--- src/rtl/load_store_unit.sv ---
// MIPS32 memory-access stage: runs one load or store per start over a req/ack
// data-memory handshake, with byte-lane steering, load extension, misalignment and timeout flags.
module load_store_unit #(
  parameter int TIMEOUT_CYCLES = 255
) (
  input  logic        clk,
  input  logic        reset,
  input  logic        start,
  input  logic [5:0]  opcode,
  input  logic [31:0] addr,
  input  logic [31:0] store_data,
  output logic        busy,
  output logic        done,
  output logic [31:0] load_result,
  output logic        misaligned,
  output logic        bus_error,
  output logic        mem_req,
  output logic        mem_we,
  output logic [31:0] mem_addr,
  output logic [3:0]  mem_be,
  output logic [31:0] mem_wdata,
  input  logic [31:0] mem_rdata,
  input  logic        mem_ack
);

  localparam logic [5:0] OP_LB  = 6'h20;
  localparam logic [5:0] OP_LH  = 6'h21;
  localparam logic [5:0] OP_LW  = 6'h23;
  localparam logic [5:0] OP_LBU = 6'h24;
  localparam logic [5:0] OP_LHU = 6'h25;
  localparam logic [5:0] OP_SB  = 6'h28;
  localparam logic [5:0] OP_SH  = 6'h29;
  localparam logic [5:0] OP_SW  = 6'h2b;

  localparam int CNT_W = $clog2(TIMEOUT_CYCLES + 1);
  localparam logic [CNT_W-1:0] CNT_LAST = CNT_W'(TIMEOUT_CYCLES - 1);

  typedef enum logic [1:0] {S_IDLE, S_ACCESS, S_DONE, S_FAULT} state_t;

  state_t            state_q, state_d;
  logic [CNT_W-1:0]  cnt_q, cnt_d;
  logic [5:0]        op_q, op_d;
  logic [1:0]        lane_q, lane_d;
  logic              busy_q, busy_d;
  logic              done_q, done_d;
  logic [31:0]       load_result_q, load_result_d;
  logic              misaligned_q, misaligned_d;
  logic              bus_error_q, bus_error_d;
  logic              mem_req_q, mem_req_d;
  logic              mem_we_q, mem_we_d;
  logic [31:0]       mem_addr_q, mem_addr_d;
  logic [3:0]        mem_be_q, mem_be_d;
  logic [31:0]       mem_wdata_q, mem_wdata_d;

  function automatic logic is_valid_op(input logic [5:0] op);
    return (op == OP_LB) || (op == OP_LH) || (op == OP_LW) || (op == OP_LBU) ||
           (op == OP_LHU) || (op == OP_SB) || (op == OP_SH) || (op == OP_SW);
  endfunction

  function automatic logic is_store(input logic [5:0] op);
    return (op == OP_SB) || (op == OP_SH) || (op == OP_SW);
  endfunction

  function automatic logic is_misaligned(input logic [5:0] op, input logic [1:0] lo);
    logic half, word;
    half = (op == OP_LH) || (op == OP_LHU) || (op == OP_SH);
    word = (op == OP_LW) || (op == OP_SW);
    return (half && lo[0]) || (word && (lo != 2'b00));
  endfunction

  function automatic logic [3:0] calc_be(input logic [5:0] op, input logic [1:0] lo);
    case (op)
      OP_SB:   return 4'b0001 << lo;
      OP_SH:   return lo[1] ? 4'b1100 : 4'b0011;
      default: return 4'b1111;
    endcase
  endfunction

  function automatic logic [31:0] calc_wdata(input logic [5:0] op, input logic [31:0] d);
    case (op)
      OP_SB:   return {4{d[7:0]}};
      OP_SH:   return {2{d[15:0]}};
      OP_SW:   return d;
      default: return 32'h0;
    endcase
  endfunction

  function automatic logic [31:0] extend_load(input logic [5:0] op, input logic [1:0] lo,
                                              input logic [31:0] rd);
    logic [7:0]  b;
    logic [15:0] h;
    b = rd[{lo, 3'b000} +: 8];
    h = lo[1] ? rd[31:16] : rd[15:0];
    case (op)
      OP_LB:   return {{24{b[7]}}, b};
      OP_LBU:  return {24'h0, b};
      OP_LH:   return {{16{h[15]}}, h};
      OP_LHU:  return {16'h0, h};
      default: return rd;
    endcase
  endfunction

  always_comb begin
    state_d       = state_q;
    cnt_d         = cnt_q;
    op_d          = op_q;
    lane_d        = lane_q;
    done_d        = 1'b0;
    misaligned_d  = 1'b0;
    bus_error_d   = 1'b0;
    load_result_d = load_result_q;
    mem_req_d     = mem_req_q;
    mem_we_d      = mem_we_q;
    mem_addr_d    = mem_addr_q;
    mem_be_d      = mem_be_q;
    mem_wdata_d   = mem_wdata_q;
    case (state_q)
      S_IDLE: begin
        if (start && is_valid_op(opcode)) begin
          if (is_misaligned(opcode, addr[1:0])) begin
            state_d      = S_FAULT;
            done_d       = 1'b1;
            misaligned_d = 1'b1;
          end else begin
            state_d     = S_ACCESS;
            cnt_d       = '0;
            op_d        = opcode;
            lane_d      = addr[1:0];
            mem_req_d   = 1'b1;
            mem_we_d    = is_store(opcode);
            mem_addr_d  = {addr[31:2], 2'b00};
            mem_be_d    = calc_be(opcode, addr[1:0]);
            mem_wdata_d = calc_wdata(opcode, store_data);
          end
        end
      end
      S_ACCESS: begin
        // An ack on the final counted cycle still wins over the timeout.
        if (mem_ack) begin
          state_d   = S_DONE;
          mem_req_d = 1'b0;
          done_d    = 1'b1;
          if (!is_store(op_q)) load_result_d = extend_load(op_q, lane_q, mem_rdata);
        end else if (cnt_q == CNT_LAST) begin
          state_d     = S_DONE;
          mem_req_d   = 1'b0;
          done_d      = 1'b1;
          bus_error_d = 1'b1;
        end else begin
          cnt_d = cnt_q + 1'b1;
        end
      end
      S_DONE:  state_d = S_IDLE;
      S_FAULT: state_d = S_IDLE;
      default: state_d = S_IDLE;
    endcase
    busy_d = (state_d != S_IDLE);
  end

  always_ff @(posedge clk) begin
    if (reset) begin
      state_q       <= S_IDLE;
      cnt_q         <= '0;
      op_q          <= '0;
      lane_q        <= '0;
      busy_q        <= 1'b0;
      done_q        <= 1'b0;
      load_result_q <= '0;
      misaligned_q  <= 1'b0;
      bus_error_q   <= 1'b0;
      mem_req_q     <= 1'b0;
      mem_we_q      <= 1'b0;
      mem_addr_q    <= '0;
      mem_be_q      <= '0;
      mem_wdata_q   <= '0;
    end else begin
      state_q       <= state_d;
      cnt_q         <= cnt_d;
      op_q          <= op_d;
      lane_q        <= lane_d;
      busy_q        <= busy_d;
      done_q        <= done_d;
      load_result_q <= load_result_d;
      misaligned_q  <= misaligned_d;
      bus_error_q   <= bus_error_d;
      mem_req_q     <= mem_req_d;
      mem_we_q      <= mem_we_d;
      mem_addr_q    <= mem_addr_d;
      mem_be_q      <= mem_be_d;
      mem_wdata_q   <= mem_wdata_d;
    end
  end

  assign busy        = busy_q;
  assign done        = done_q;
  assign load_result = load_result_q;
  assign misaligned  = misaligned_q;
  assign bus_error   = bus_error_q;
  assign mem_req     = mem_req_q;
  assign mem_we      = mem_we_q;
  assign mem_addr    = mem_addr_q;
  assign mem_be      = mem_be_q;
  assign mem_wdata   = mem_wdata_q;

endmodule

--- config.mk ---
export PLATFORM = sky130hd
export DESIGN_NAME = load_store_unit
export DESIGN_NICKNAME = d
export VERILOG_FILES = /design/src/rtl/load_store_unit.sv
export SDC_FILE = /design/constraint.sdc
export NUM_CORES = 1
export LEC_CHECK = 0
export CAP_MARGIN = 5
export CORE_MARGIN = 4
export CORE_UTILIZATION = 40
export CTS_CLUSTER_DIAMETER = 80
export DETAILED_ROUTE_END_ITERATION = 8
export PLACE_DENSITY = 0.85
export SLEW_MARGIN = 20
export SYNTH_ARGS = -nofsm -noshare
export SYNTH_HDL_FRONTEND = slang
export SYNTH_SLANG_ARGS = --single-unit
--- constraint.sdc ---
create_clock -name clk -period 1.76 [get_ports clk]
set_clock_uncertainty 0.05 [all_clocks]
set_input_delay 0.176 -clock clk [delete_from_list [all_inputs] [get_ports clk]]
set_output_delay 0.176 -clock clk [all_outputs]
set_load 0.1 [all_outputs]
# After elaboration in Yosys (flattened, before gate mapping)
# Index checks and enable logic that the tools add are counted.
# word_totals
register_bits,122
in_bits,106
out_inout_bits,106
word_cells,99
# classes
n_addsub,1
eq_ne,24
shift,2
n_mux,25
n_bitwise,4
n_reduce_logical,29
# op_table
op,n
32-bit one-hot mux with 4 select lines,1
32-bit one-hot mux with 3 select lines,1
6-bit == test (second input constant),15
8-bit two-way mux,4
32-bit by 6-bit variable part select with 8-bit output,1
16-bit two-way mux,1
8-bit one-hot mux with 2 select lines,1
1-bit logical OR,15
8-bit by 1-bit adder with 8-bit output (second input constant),1
8-bit == test (second input constant),1
1-bit two-way mux,8
2-bit two-way mux,4
2-bit inequality test (second input constant),4
4-bit one-hot mux with 2 select lines,1
2-bit one-hot mux with 3 select lines,1
3-bit AND reduction,2
2-bit nonzero test,3
5-bit AND reduction,1
2-bit == test (second input constant),2
4-bit two-way mux,1
1-bit NOT,4
1-bit one-hot mux with 2 select lines,2
4-bit AND reduction,1
2-bit OR reduction,2
other kinds (6),8

# Depth between registers and ports, before layout
# logic_depth
depth_word,12
mapped_depth,7
ltp_nobuf,7

# Worst setup path before layout
# Ideal clock, no wire load.
# synth_path
path_type,flip-flop to flip-flop
startpoint,register lane_q[1]
endpoint,register load_result_q[20] (netlist: load_result[20])
t_arrival_ns,1.576
required_time_ns,1.576
setup_slack_ns,0.000
stages_incl_launch_ff,7
path_buffers,1
path_cell_list,dfxtp_1 > mux4_2 > nor2_1 > a311oi_1 > nor2_1 > buf_2 > a211oi_1
# synth_between
elab_chain_cells,2
word_cells_on_any_way,3
classes_between,1 x shift; 2 x mux
# synth_lines
element,line_no,source
from (decl),43,"logic [1:0] lane_q, lane_d;"
from (signal assigned),180,lane_q <= lane_d;
32-bit by 6-bit variable part select with 8-bit output or 16-bit two-way mux (tied branches),"92, 93",
32-bit one-hot mux with 4 select lines *,94,case (op)
to (signal assigned),183,load_result_q <= load_result_d;
to (decl),46,"logic [31:0] load_result_q, load_result_d;"
# Mark *: on every way between the ends. The rest lies on a longest branch, timed or not.
# A chain may end at the register's enable or synchronous reset.

# Worst setup path in the final report
# layout_path
startpoint,register op_q[0]
endpoint,register load_result_q[4] (netlist: load_result[4])
# layout_between
elab_chain_cells,5
word_cells_on_any_way,12
classes_between,7 x eq/ne; 1 x mux; 1 x bitwise; 3 x reduce/logical
# layout_lines
element,line_no,source
from (decl),42,"logic [5:0] op_q, op_d;"
from (signal assigned),179,op_q <= op_d;
6-bit == test,61,return (op == OP_SB) || (op == OP_SH) || (op == OP_SW);
1-bit logical OR (2 in a row),61,
1-bit NOT (no source line),-,
3-bit AND reduction (no source line),-,
# Several ways; a longest one is shown, not always the timed one.

==> results by stage <==
Floorplanning:
- The initial utilization of the core area, before any placement, comes to 40.8%.
- The die is 124 um tall.
- After floorplanning, the core was sized to cover 13200 um2.
- The die extent in x is between 100 and 150 um.
- 212 I/O pins were placed.
- The die covers ~15000 um2.
- The cell row count is 42.

Pwr:
- The total power draw is between 0.007 and 0.008 W.
- IR analysis of the VDD net gives a maximum drop of 0.000672 V.
- Power spread over the standard cell area amounts to 854 nW/um2.
- The leakage power total is approximately 3.5 nW.

STA:
- Across all setup checks in the final design, the least slack found is 31.6 ps.
- The count of final hold-check violations is 0.
- In this run the tightest slew margin relative to its limit is 60.9%.
- The highest clock frequency the design can meet is a little under 600 MHz.
- The shortest clock period the worst path allows after layout is between 1500 and 2000 ps.
- Setup repair after global routing could not meet its margin everywhere.
- Final hold analysis gives a worst-case slack of roughly 110 ps.
- For the pin with the worst max-slew slack, the measured transition is between 500 and 600 ps.
- The fraction of the cycle the final worst path needs is 98.2%.
- The number of failing setup endpoints in the final timing report is 0.
- The number of pins exceeding their max-slew limit in the final report is 0.

Detailed routing:
- The remaining number of nets flagged by the antenna check after routing is 0.
- The first routing iteration left 485 violations.
- The total routed wirelength is ~18000 um.
- In the routed design, unresolved DRC markers number 0.
- The first detailed-routing pass ran for 6 iterations.
- The overall via count from detail_route is 5904.
- The ratio of routed vias to standard cells is 5.36.
- The wire length per cell after detailed routing is 16.6 um.

Synth:
- Synthesis produced approximately 670 cells.
- Sequential elements use 45.4% of the synthesized area.
- The largest area contributor in the netlist is sky130_fd_sc_hd__dfxtp_1.
- The post-synthesis async set-or-reset flop share is 0%.
- The post-synth design cell area is between 5000 and 6000 um2.
- The predominant post-synthesis flop cell is sky130_fd_sc_hd__dfxtp_1.
- The number of warnings reported in the yosys synthesis log is 0.
- The number of synthesized flops with an enable pin is 0.
- Ranked by total cell area, the synthesized netlist is headed by sky130_fd_sc_hd__dfxtp_1 45%, sky130_fd_sc_hd__nand2_1 8.9%, sky130_fd_sc_hd__a21oi_1 5.2%, sky130_fd_sc_hd__nor2_1 5.0%, sky130_fd_sc_hd__a211oi_1 3.6%.
- The share of the synthesized area in the top cell type is 45.4%.
- The count of state elements after synthesis is 122.
- In this run, distinct cell masters in the synthesized netlist total 44.
- Each instance of the synthesized netlist takes up on average ~8 um2.

Worst setup path:
- The number of cells traversed by the worst register-to-register path is 8.
- The start point of the critical path is op_q[0].
- The launch point of the worst reg-to-reg path is op_q[0].
- STA classifies the critical path startpoint as a flip-flop.
- The arrival time reported for the critical path endpoint is 1960 ps.
- The worst setup path is captured at a flip-flop.
- The critical path data required time is approximately 2000 ps.
- The critical-path maximum fanout is 14.
- The kind of critical path is reg2reg.

Finish:
- The library cells used most frequently in the layout, excluding fill and tap cells, are 149 x sky130_fd_sc_hd__buf_4, 127 x sky130_fd_sc_hd__nand2_1, 118 x sky130_fd_sc_hd__dfxtp_1, 98 x sky130_fd_sc_hd__clkdlybuf4s50_1, 70 x sky130_fd_sc_hd__nor2_1.
- In the final layout, the share of cells above drive strength 1 is 26.6%.
- Once layout is done, the placed cells without fillers occupy around 8700 um2.
- The area added between synthesis and finish is 62.0%.
- The final-layout fill cell count is ~1100.
- The final non-filler cell total is 1102.
- The final net count is 1021.
- The number of antenna diodes in the final layout is 0.
- Leaving out fill and tap cells, the most frequent cell in the layout is sky130_fd_sc_hd__buf_4.

Placed design:
- Summed over all nets, the half-perimeter wirelength after detailed placement is 12500 um.
- The cell area after placement is around 7800 um2.
- OpenSTA, run right after detailed placement, puts the worst setup slack at -478 ps.
- The routability-driven placement congestion ratio is ~0.9.
- Port buffering added roughly 210 buffers.
- After detailed placement, the design holds a cell count of between 1000 and 1500.

Clock tree:
- CTS saw around 120 sinks.
- The source-to-sink clock delay at the later pin of the worst-skew pair is around 400 ps.
- In this run the number of H-tree levels came out at 4.
- Clock tree synthesis selected as its root buffer the cell sky130_fd_sc_hd__clkbuf_16.
- TritonCTS built the clock tree.
- The number of hold buffers added after CTS was 0.
- The clock-pin transition on the worst setup and hold timing paths is 60 ps.
- The clock passes through at most 2 buffers.
- Buffers inserted during clock tree synthesis total 17.

Worst hold path:
- The worst hold path begins at reset.
- The worst min-delay path class is in2reg.
- The instance count along the most critical hold path is 3.

GRT:
- For this run the aggregate overflow at the end of global routing stands at 0.
- Entering global routing, the biggest net connects 74 pins.
- The first global-routing pass estimated between 20000 and 30000 um of wire.
- Across every metal layer, demand over resource in global routing totals 22.3%.
- The number of antenna violations at the first check in global routing is 0.
- The via count of the first global-routing pass is around 5500.

Run status:
- The flow ran to the end, and the final reports show no timing, DRC or antenna violations.

Flow run:
- Across the run, the number of max-cap violations was 0.
[synth_stat cells, types with 3 or more instances]
master and instances:
sky130_fd_sc_hd__a2111oi_0 7, sky130_fd_sc_hd__a211oi_1 26, sky130_fd_sc_hd__a21oi_1 56, sky130_fd_sc_hd__a221oi_1 18
sky130_fd_sc_hd__a22oi_1 16, sky130_fd_sc_hd__a31o_1 3, sky130_fd_sc_hd__and3_1 3, sky130_fd_sc_hd__buf_2 15
sky130_fd_sc_hd__buf_4 7, sky130_fd_sc_hd__clkbuf_1 29, sky130_fd_sc_hd__dfxtp_1 122, sky130_fd_sc_hd__inv_1 11
sky130_fd_sc_hd__mux2_2 8, sky130_fd_sc_hd__nand2_1 128, sky130_fd_sc_hd__nand2b_1 8, sky130_fd_sc_hd__nand3_1 34
sky130_fd_sc_hd__nand3b_1 16, sky130_fd_sc_hd__nand4_1 3, sky130_fd_sc_hd__nor2_1 71, sky130_fd_sc_hd__nor2b_1 4
sky130_fd_sc_hd__nor3_1 28, sky130_fd_sc_hd__nor3b_1 4, sky130_fd_sc_hd__o21ai_0 4, sky130_fd_sc_hd__o21ai_1 11
sky130_fd_sc_hd__o31ai_1 8, sky130_fd_sc_hd__xor2_1 4
[power breakdown]
group          total (W)  switching, W  internal [W]
combinational    0.00119      0.000722      0.000468
clock            0.00341       0.00126       0.00215
sequential       0.00285     0.0000328       0.00282
total            0.00745       0.00201       0.00544
[sequential cells by signal (all words and copies together) (netlist names)]
name / flops
load_result: 32
done: 1
bus_error: 1
cnt_q: 8
lane_q: 2
mem_we: 1
mem_wdata: 32
mem_req: 1
misaligned: 1
state_q: 2
mem_be: 4
busy: 1
mem_addr: 30
op_q: 6
[stage by stage]
step | utilization (%) | TNS, ps
detailed placement | 59.4 | -38280
floorplan | - | 0
finish | 66.1 | 0
global placement | 59.4 | -31400
CTS | 64.2 | 0
global route | 66.1 | -184
[routing by layer]
| layer | vias up | GRT usage [%] | routed length [um] |
|---|---|---|---|
| met4 | 0 | 8.62 | 489 |
| met5 | - | 0 | 0 |
| met2 | 312 | 36.4 | 8810 |
| met3 | 46 | 8.49 | 2010 |
| met1 | 2692 | 26.7 | 7010 |
| li1 | 2854 | - | - |
[worst paths after layout]
kind                                       end  slack [ps]
worst max-delay path            load_result[4]          30
worst min-delay path             mem_wdata[12]         110
worst max register to register  load_result[4]          30
worst min register to register    mem_addr[25]         400
[area by class of cell]
type / instances / area (um2) / area share [%]
inverters: 12 / 45.0 / 0.517
flip-flops and latches: 122 / 2450 / 28.1
repair buffers: 278 / 2600 / 29.8
multi-input cells: 482 / 2830 / 32.4
clock inverters: 11 / 120 / 1.38
clock buffers: 21 / 460 / 5.28
well taps: 176 / 220 / 2.53
[cell families after synthesis]
group / count (synthesis) / synth area share (%)
muxes: 9 / 2.09
DFF: 122 / 45.4
AOI/OAI and AO/OA: 160 / 20.0
adders and majority gates: 2 / 0.465
other: 1 / 0.0697
xor gates and xnor gates: 6 / 0.976
buffers and inverters: 65 / 5.37
and+or+nand+nor: 303 / 25.6
[worst max-delay path, stage by stage (launching register included)]
cell and delay [ps]:
sky130_fd_sc_hd__dfxtp_2 340, sky130_fd_sc_hd__buf_6 150, sky130_fd_sc_hd__nand2b_1 140, sky130_fd_sc_hd__buf_4 190, sky130_fd_sc_hd__nand2_1 100, sky130_fd_sc_hd__a21oi_2 70, sky130_fd_sc_hd__a2111oi_2 340, sky130_fd_sc_hd__buf_4 180
sky130_fd_sc_hd__nor3_1 40
[what timing repair did]
action / in CTS / in global routing
setup endpoints to repair: 73 / 86
buffers inserted: 0 / 9
gates cloned: 0 / 3
pin swaps: 1 / 7
resized for setup: 14 / 40
Note: power is estimated with default switching activity, not from simulation.
